**src/rtl/control_unit.sv**
```systemverilog
// Instruction sequencer and execute stage: owns state, pc, accumulator and flags,
// steers the upstream fetcher between ROM and RAM and issues RAM store strobes.
module control_unit #(
  parameter int BITS       = 8,
  parameter int STATE_BITS = 3
) (
  input  logic                  clk,
  input  logic                  reset,
  input  logic [BITS-1:0]       instr,
  input  logic [BITS-1:0]       ram_data,
  output logic [STATE_BITS-1:0] state,
  output logic                  fetch_source,
  output logic [BITS-1:0]       pc,
  output logic [BITS-1:0]       ram_addr,
  output logic                  ram_we,
  output logic [BITS-1:0]       ram_wdata,
  output logic [BITS-1:0]       acc,
  output logic                  zero,
  output logic                  carry,
  output logic                  halted,
  output logic                  illegal
);

  typedef enum logic [STATE_BITS-1:0] {
    S_RESET   = STATE_BITS'(0),
    S_FETCH   = STATE_BITS'(1),
    S_DECODE  = STATE_BITS'(2),
    S_EXECUTE = STATE_BITS'(3),
    S_LOAD    = STATE_BITS'(4),
    S_HALT    = STATE_BITS'(5)
  } state_t;

  localparam logic FETCH_ROM = 1'b0;
  localparam logic FETCH_RAM = 1'b1;

  localparam logic [3:0] OP_LDI  = 4'h1;
  localparam logic [3:0] OP_ADDI = 4'h2;
  localparam logic [3:0] OP_SUBI = 4'h3;
  localparam logic [3:0] OP_LD   = 4'h4;
  localparam logic [3:0] OP_ST   = 4'h5;
  localparam logic [3:0] OP_JMP  = 4'h6;
  localparam logic [3:0] OP_JZ   = 4'h7;
  localparam logic [3:0] OP_HALT = 4'hF;

  state_t          state_q;
  logic [3:0]      opcode;
  logic [3:0]      imm;
  logic            ld_pending;
  logic [3:0]      dec_op;
  logic [3:0]      dec_imm;
  logic [BITS:0]   add_sum;
  logic [BITS-1:0] sub_diff;

  assign state     = state_q;
  assign ram_wdata = acc;
  assign dec_op    = instr[BITS-1 -: 4];
  assign dec_imm   = instr[3:0];
  assign add_sum   = {1'b0, acc} + (BITS+1)'(imm);
  assign sub_diff  = acc - BITS'(imm);

  // Strobes (ram_we, illegal) are armed at DECODE so they are high for exactly the EXECUTE cycle.
  always_ff @(posedge clk or posedge reset) begin
    if (reset) begin
      state_q      <= S_RESET;
      pc           <= '0;
      acc          <= '0;
      ram_addr     <= '0;
      zero         <= 1'b0;
      carry        <= 1'b0;
      ram_we       <= 1'b0;
      halted       <= 1'b0;
      illegal      <= 1'b0;
      ld_pending   <= 1'b0;
      fetch_source <= FETCH_ROM;
      opcode       <= '0;
      imm          <= '0;
    end else begin
      ram_we  <= 1'b0;
      illegal <= 1'b0;
      case (state_q)
        S_RESET: state_q <= S_FETCH;
        S_FETCH: begin
          if (ld_pending) begin
            fetch_source <= FETCH_ROM;
            state_q      <= S_LOAD;
          end else begin
            pc      <= pc + 1'b1;
            state_q <= S_DECODE;
          end
        end
        S_DECODE: begin
          opcode <= dec_op;
          imm    <= dec_imm;
          case (dec_op)
            OP_LD: begin
              ld_pending   <= 1'b1;
              fetch_source <= FETCH_RAM;
              ram_addr     <= BITS'(dec_imm);
              state_q      <= S_FETCH;
            end
            OP_HALT: begin
              halted  <= 1'b1;
              state_q <= S_HALT;
            end
            default: begin
              if (dec_op == OP_ST) begin
                ram_we   <= 1'b1;
                ram_addr <= BITS'(dec_imm);
              end
              if (dec_op >= 4'h8 && dec_op <= 4'hE) illegal <= 1'b1;
              state_q <= S_EXECUTE;
            end
          endcase
        end
        S_EXECUTE: begin
          case (opcode)
            OP_LDI: begin
              acc  <= BITS'(imm);
              zero <= (imm == 4'h0);
            end
            OP_ADDI: begin
              {carry, acc} <= add_sum;
              zero         <= (add_sum[BITS-1:0] == '0);
            end
            OP_SUBI: begin
              acc   <= sub_diff;
              carry <= (acc < BITS'(imm));
              zero  <= (sub_diff == '0);
            end
            OP_JMP: pc <= BITS'(imm);
            OP_JZ:  if (zero) pc <= BITS'(imm);
            default: ;
          endcase
          state_q <= S_FETCH;
        end
        S_LOAD: begin
          acc        <= ram_data;
          zero       <= (ram_data == '0);
          ld_pending <= 1'b0;
          state_q    <= S_FETCH;
        end
        S_HALT: state_q <= S_HALT;
        default: state_q <= S_FETCH;
      endcase
    end
  end

endmodule

```
**config.mk**
```make
export PLATFORM = sky130hd
export DESIGN_NAME = control_unit
export DESIGN_NICKNAME = d
export VERILOG_FILES = /design/src/rtl/control_unit.sv
export SDC_FILE = /design/constraint.sdc
export NUM_CORES = 1
export LEC_CHECK = 0
export BUFFER_PORTS_ARGS = -buffer_cell sky130_fd_sc_hd__buf_4
export CORE_UTILIZATION = 29
export CTS_CLUSTER_DIAMETER = 30
export DETAILED_ROUTE_END_ITERATION = 6
export PLACE_DENSITY_LB_ADDON = 0.05
export SYNTH_ARGS = -nofsm -noshare
export SYNTH_HDL_FRONTEND = slang
export SYNTH_SLANG_ARGS = --single-unit
```
**constraint.sdc**
```tcl
create_clock -name clk -period 4.1 [get_ports clk]
set_input_delay 0.82 -clock clk [delete_from_list [all_inputs] [get_ports clk]]
set_output_delay 0.82 -clock clk [all_outputs]
set_load 0.02 [all_outputs]
```
==> out/metrics.yaml <==
critical_path:
  critical_path_required_ns: 4.31
  r2r_start: "imm[0]"
  critPathLaunch: "imm[0]"
  rr_endpoint: "zero"
  worst_setup_path_end_kind: "register"
  setup.worst_path.start_class: "register"
  rrSetupSlack_ns: 1.67
  crit_cells: 8
  critPathTopFamily: "simple AND/OR/NAND/NOR gates"
  path_max_fanout: 6
  path_cells: "ha_1, fa_1, nand2b_4, a21oi_4, and2b_1, xnor2_1, or4_1, a21oi_1"
  path_class: "reg -> reg"
  worstRegToRegCells: 8
  crit_end: "zero"
  cp_slowest_stage_delay_ns: 0.49
  worstPathArrival_ns: 2.64
  cp_slowest_cell: "fa_1"
  cp_num_buf_inv: 0
power_and_ir_drop:
  netSwitchingPower_mw: 1.384
  power.total_mw: 2.809
  internal_power_mw: 1.426
  seq_power_share: 0.291
  p_leak_nw: 1.411
  power_density_nw_per_um2: 911.2
  combPwrFrac: 0.611
  irDropWorstVdd_uv: 321.4
  clkPwrFrac: 0.098
  swShare: 0.4925
status:
  status: "complete, no violations"
global_route:
  grt_pass1_wl_mm: 10.77
  grt_usage: 0.1566
  grt_max_degree: 39
  antenna_found_initial: 0
  grt_pass1_vias: 2046
  overflow: 0
die:
  die_area_um2: 9269
  start_util: 0.2970
  die_height_um: 96.28
  core_um2: 8678
  rows: 34
  io_pins: 59
  die_w_um: 96.28
cells_and_area:
  nNetsFinal: 357
  n_antenna_cell: 0
  fill_cells: 911
  drive_gt1_frac: 0.2744
  syn2layout_area_growth_pct: 19.61
clock_network:
  ctsResizeCount: 0
  clkSinkCount: 38
  cts_buffers: 5
  cts_max_level: 2
  clock-root-buffer: "clkbuf_8"
  cts_tree: "built"
  insertion_delay_ns: 0.29
  postCtsSetupRepairBufs: 0
  ctsLongestPathBuffers: 2
  ctsHoldBuffers: 0
  clkSlewWorstSetupHoldPaths_ns: 0.08
sta:
  finalMaxSlewViolations: 0
  fin_crit_sh: 0.5922
  finalSetupViolCount: 0
  final_hold_viol_count: 0
  worst_slew_pin_slew_ns: 0.9394
  clock-skew-final_ns: 0.007152
  final.setup.tns_ns: 0
  grt_setup_unrepaired: "no"
  fmax_mhz: 411.9
  period_minus_slack_ns: 2.428
  slew_headroom: 0.3669
placed_design:
  place_hpwl_mm: 5.208
  globalplace.congestion: 0.7882
  port_buffers: 54
synthesis:
  synthCells: 285
  synth_area_leaders: "dfrtp_1, ha_1, nor2_1"
  synth_seq_cells: 38
  synthTopCellsByCount: "dfrtp_1, nor2_1, nand2_1"
  synth.most_common_cell: "dfrtp_1"
  synth_cell_type_count: 55
  netlist.area_leader.share: 0.3689
  syn_area_um2: 2577
  synth-edff-count: 0
  ys_warn_count: 0
  async_reset_ff_frac: 1.000
  synth.avg_cell_area_um2: 9.044
  synth_ff_type: "dfrtp_1"
  yosys.area.top_type: "dfrtp_1"
  yosysSeqAreaShare: 0.3689
route:
  drc: 0
  routedWlPerCell_um: 15.66
  vias_per_cell: 4.952
  antenna_left: 0
  num_vias: 2159
  drt_iter0_drc: 73
  routed_wl_mm: 6.828
  drt_first_pass_iters: 4
job:
  timing.max_cap.violations: 0
hold_path:
  hold_class: "reg -> reg"
[cells by family (layout without fill, tap and decap cells)]
group | count (synthesis) | count (layout) | synth area share
DFF | 38 | 38 | 0.3689
and+or+nand+nor | 107 | 107 | 0.2257
xor gates and xnor gates | 14 | 14 | 0.04757
buffers and inverters | 38 | 78 | 0.08252
muxes | 13 | 13 | 0.05486
other | 1 | 4 | 0.001455
adders and majority gates | 12 | 12 | 0.06408
AOI/OAI and AO/OA | 62 | 62 | 0.1549
[sequential cells by signal, summed over array words and instances, names as in the netlist]
signal and cells:
ram_we 1, ld_pending 1, fetch_source 1, state 3
halted 1, ram_addr 4, opcode 4, pc 8
imm 4, acc 8, illegal 1, carry 1
zero 1
[worst min-delay path by stage]
stage / depth (start not counted) / startpoint / slack, ns / end
2_1_floorplan: 1 / ld_pending / 0.45 / fetch_source
3_5_place_dp: 1 / halted / 0.49 / halted
4_1_cts: 1 / halted / 0.51 / halted
6_report: 1 / halted / 0.50 / halted
5_1_grt: 1 / halted / 0.53 / halted
3_3_place_gp: 1 / halted / 0.48 / halted
[per-stage QoR]
| step | utilization | setup slack [ns] | area (um^2) | hold slack, ns | cells |
|---|---|---|---|---|---|
| 3_3_place_gp | 0.3443 | 1.692 | 2988 | 0.4787 | 428 |
| 3_5_place_dp | 0.3443 | 1.711 | 2988 | 0.4885 | 428 |
| 4_1_cts | 0.3552 | 1.670 | 3083 | 0.5081 | 436 |
| 6_report | 0.3552 | 1.672 | 3083 | 0.4972 | 436 |
| 2_1_floorplan | - | 1.832 | 2589 | 0.4542 | 288 |
| 5_1_grt | 0.3552 | 1.528 | 3083 | 0.5269 | 436 |
[cell usage in the layout (no fill, tap or decap), types with 2 or more instances in the layout]
master,Yosys,layout
a211oi_1,3,3
a21o_1,4,4
a21oi_1,19,19
a31oi_1,2,2
and3_1,4,4
buf_4,12,57
clkbuf_8,0,6
conb_1,1,4
dfrtp_1,38,38
fa_1,2,2
ha_1,10,10
inv_1,12,12
mux2_2,9,9
mux2i_1,4,4
nand2_1,27,27
nand3_1,10,10
nand4_1,5,5
nor2_1,28,28
nor2b_1,6,6
nor3_1,5,5
nor3b_2,3,3
nor4_1,4,4
o211ai_1,4,4
o21ai_0,16,16
o21ai_1,2,2
o22ai_1,2,2
or2_2,2,2
xnor2_1,8,8
xor2_1,6,6
[layout make-up]
class                   instances  area (um^2)  area share
clock buffers                   6        82.58     0.02679
clock inverters                 2        12.51    0.004058
inverters                      13        48.80     0.01583
flip-flops and latches         38        950.9      0.3084
repair buffers                 57        427.9      0.1388
multi-input cells             212         1425      0.4623
well taps                     108        135.1     0.04383
[power by group through the flow]
| stage | combinational [mW] | clock (mW) | sequential, mW |
|---|---|---|---|
| floorplan | 1.21 | 0 | 0.863 |
| global placement | 1.74 | 0 | 0.823 |
| detailed placement | 1.72 | 0 | 0.828 |
| CTS | 1.72 | 0.284 | 0.820 |
| global route | 1.89 | 0.304 | 0.853 |
| finish | 1.72 | 0.274 | 0.818 |
[routing by layer]
metal / up-vias / wire length [um] / global-route usage / share of wire
li1: 1067 / - / - / -
met1: 1023 / 3364 / 0.2242 / 0.49
met2: 64 / 3042 / 0.2411 / 0.45
met3: 5 / 376 / 0.03002 / 0.055
met4: 0 / 45 / 0.03731 / 0.0066
met5: - / 0 / 0 / 0
No activity file was read; power rests on OpenSTA's default activity.
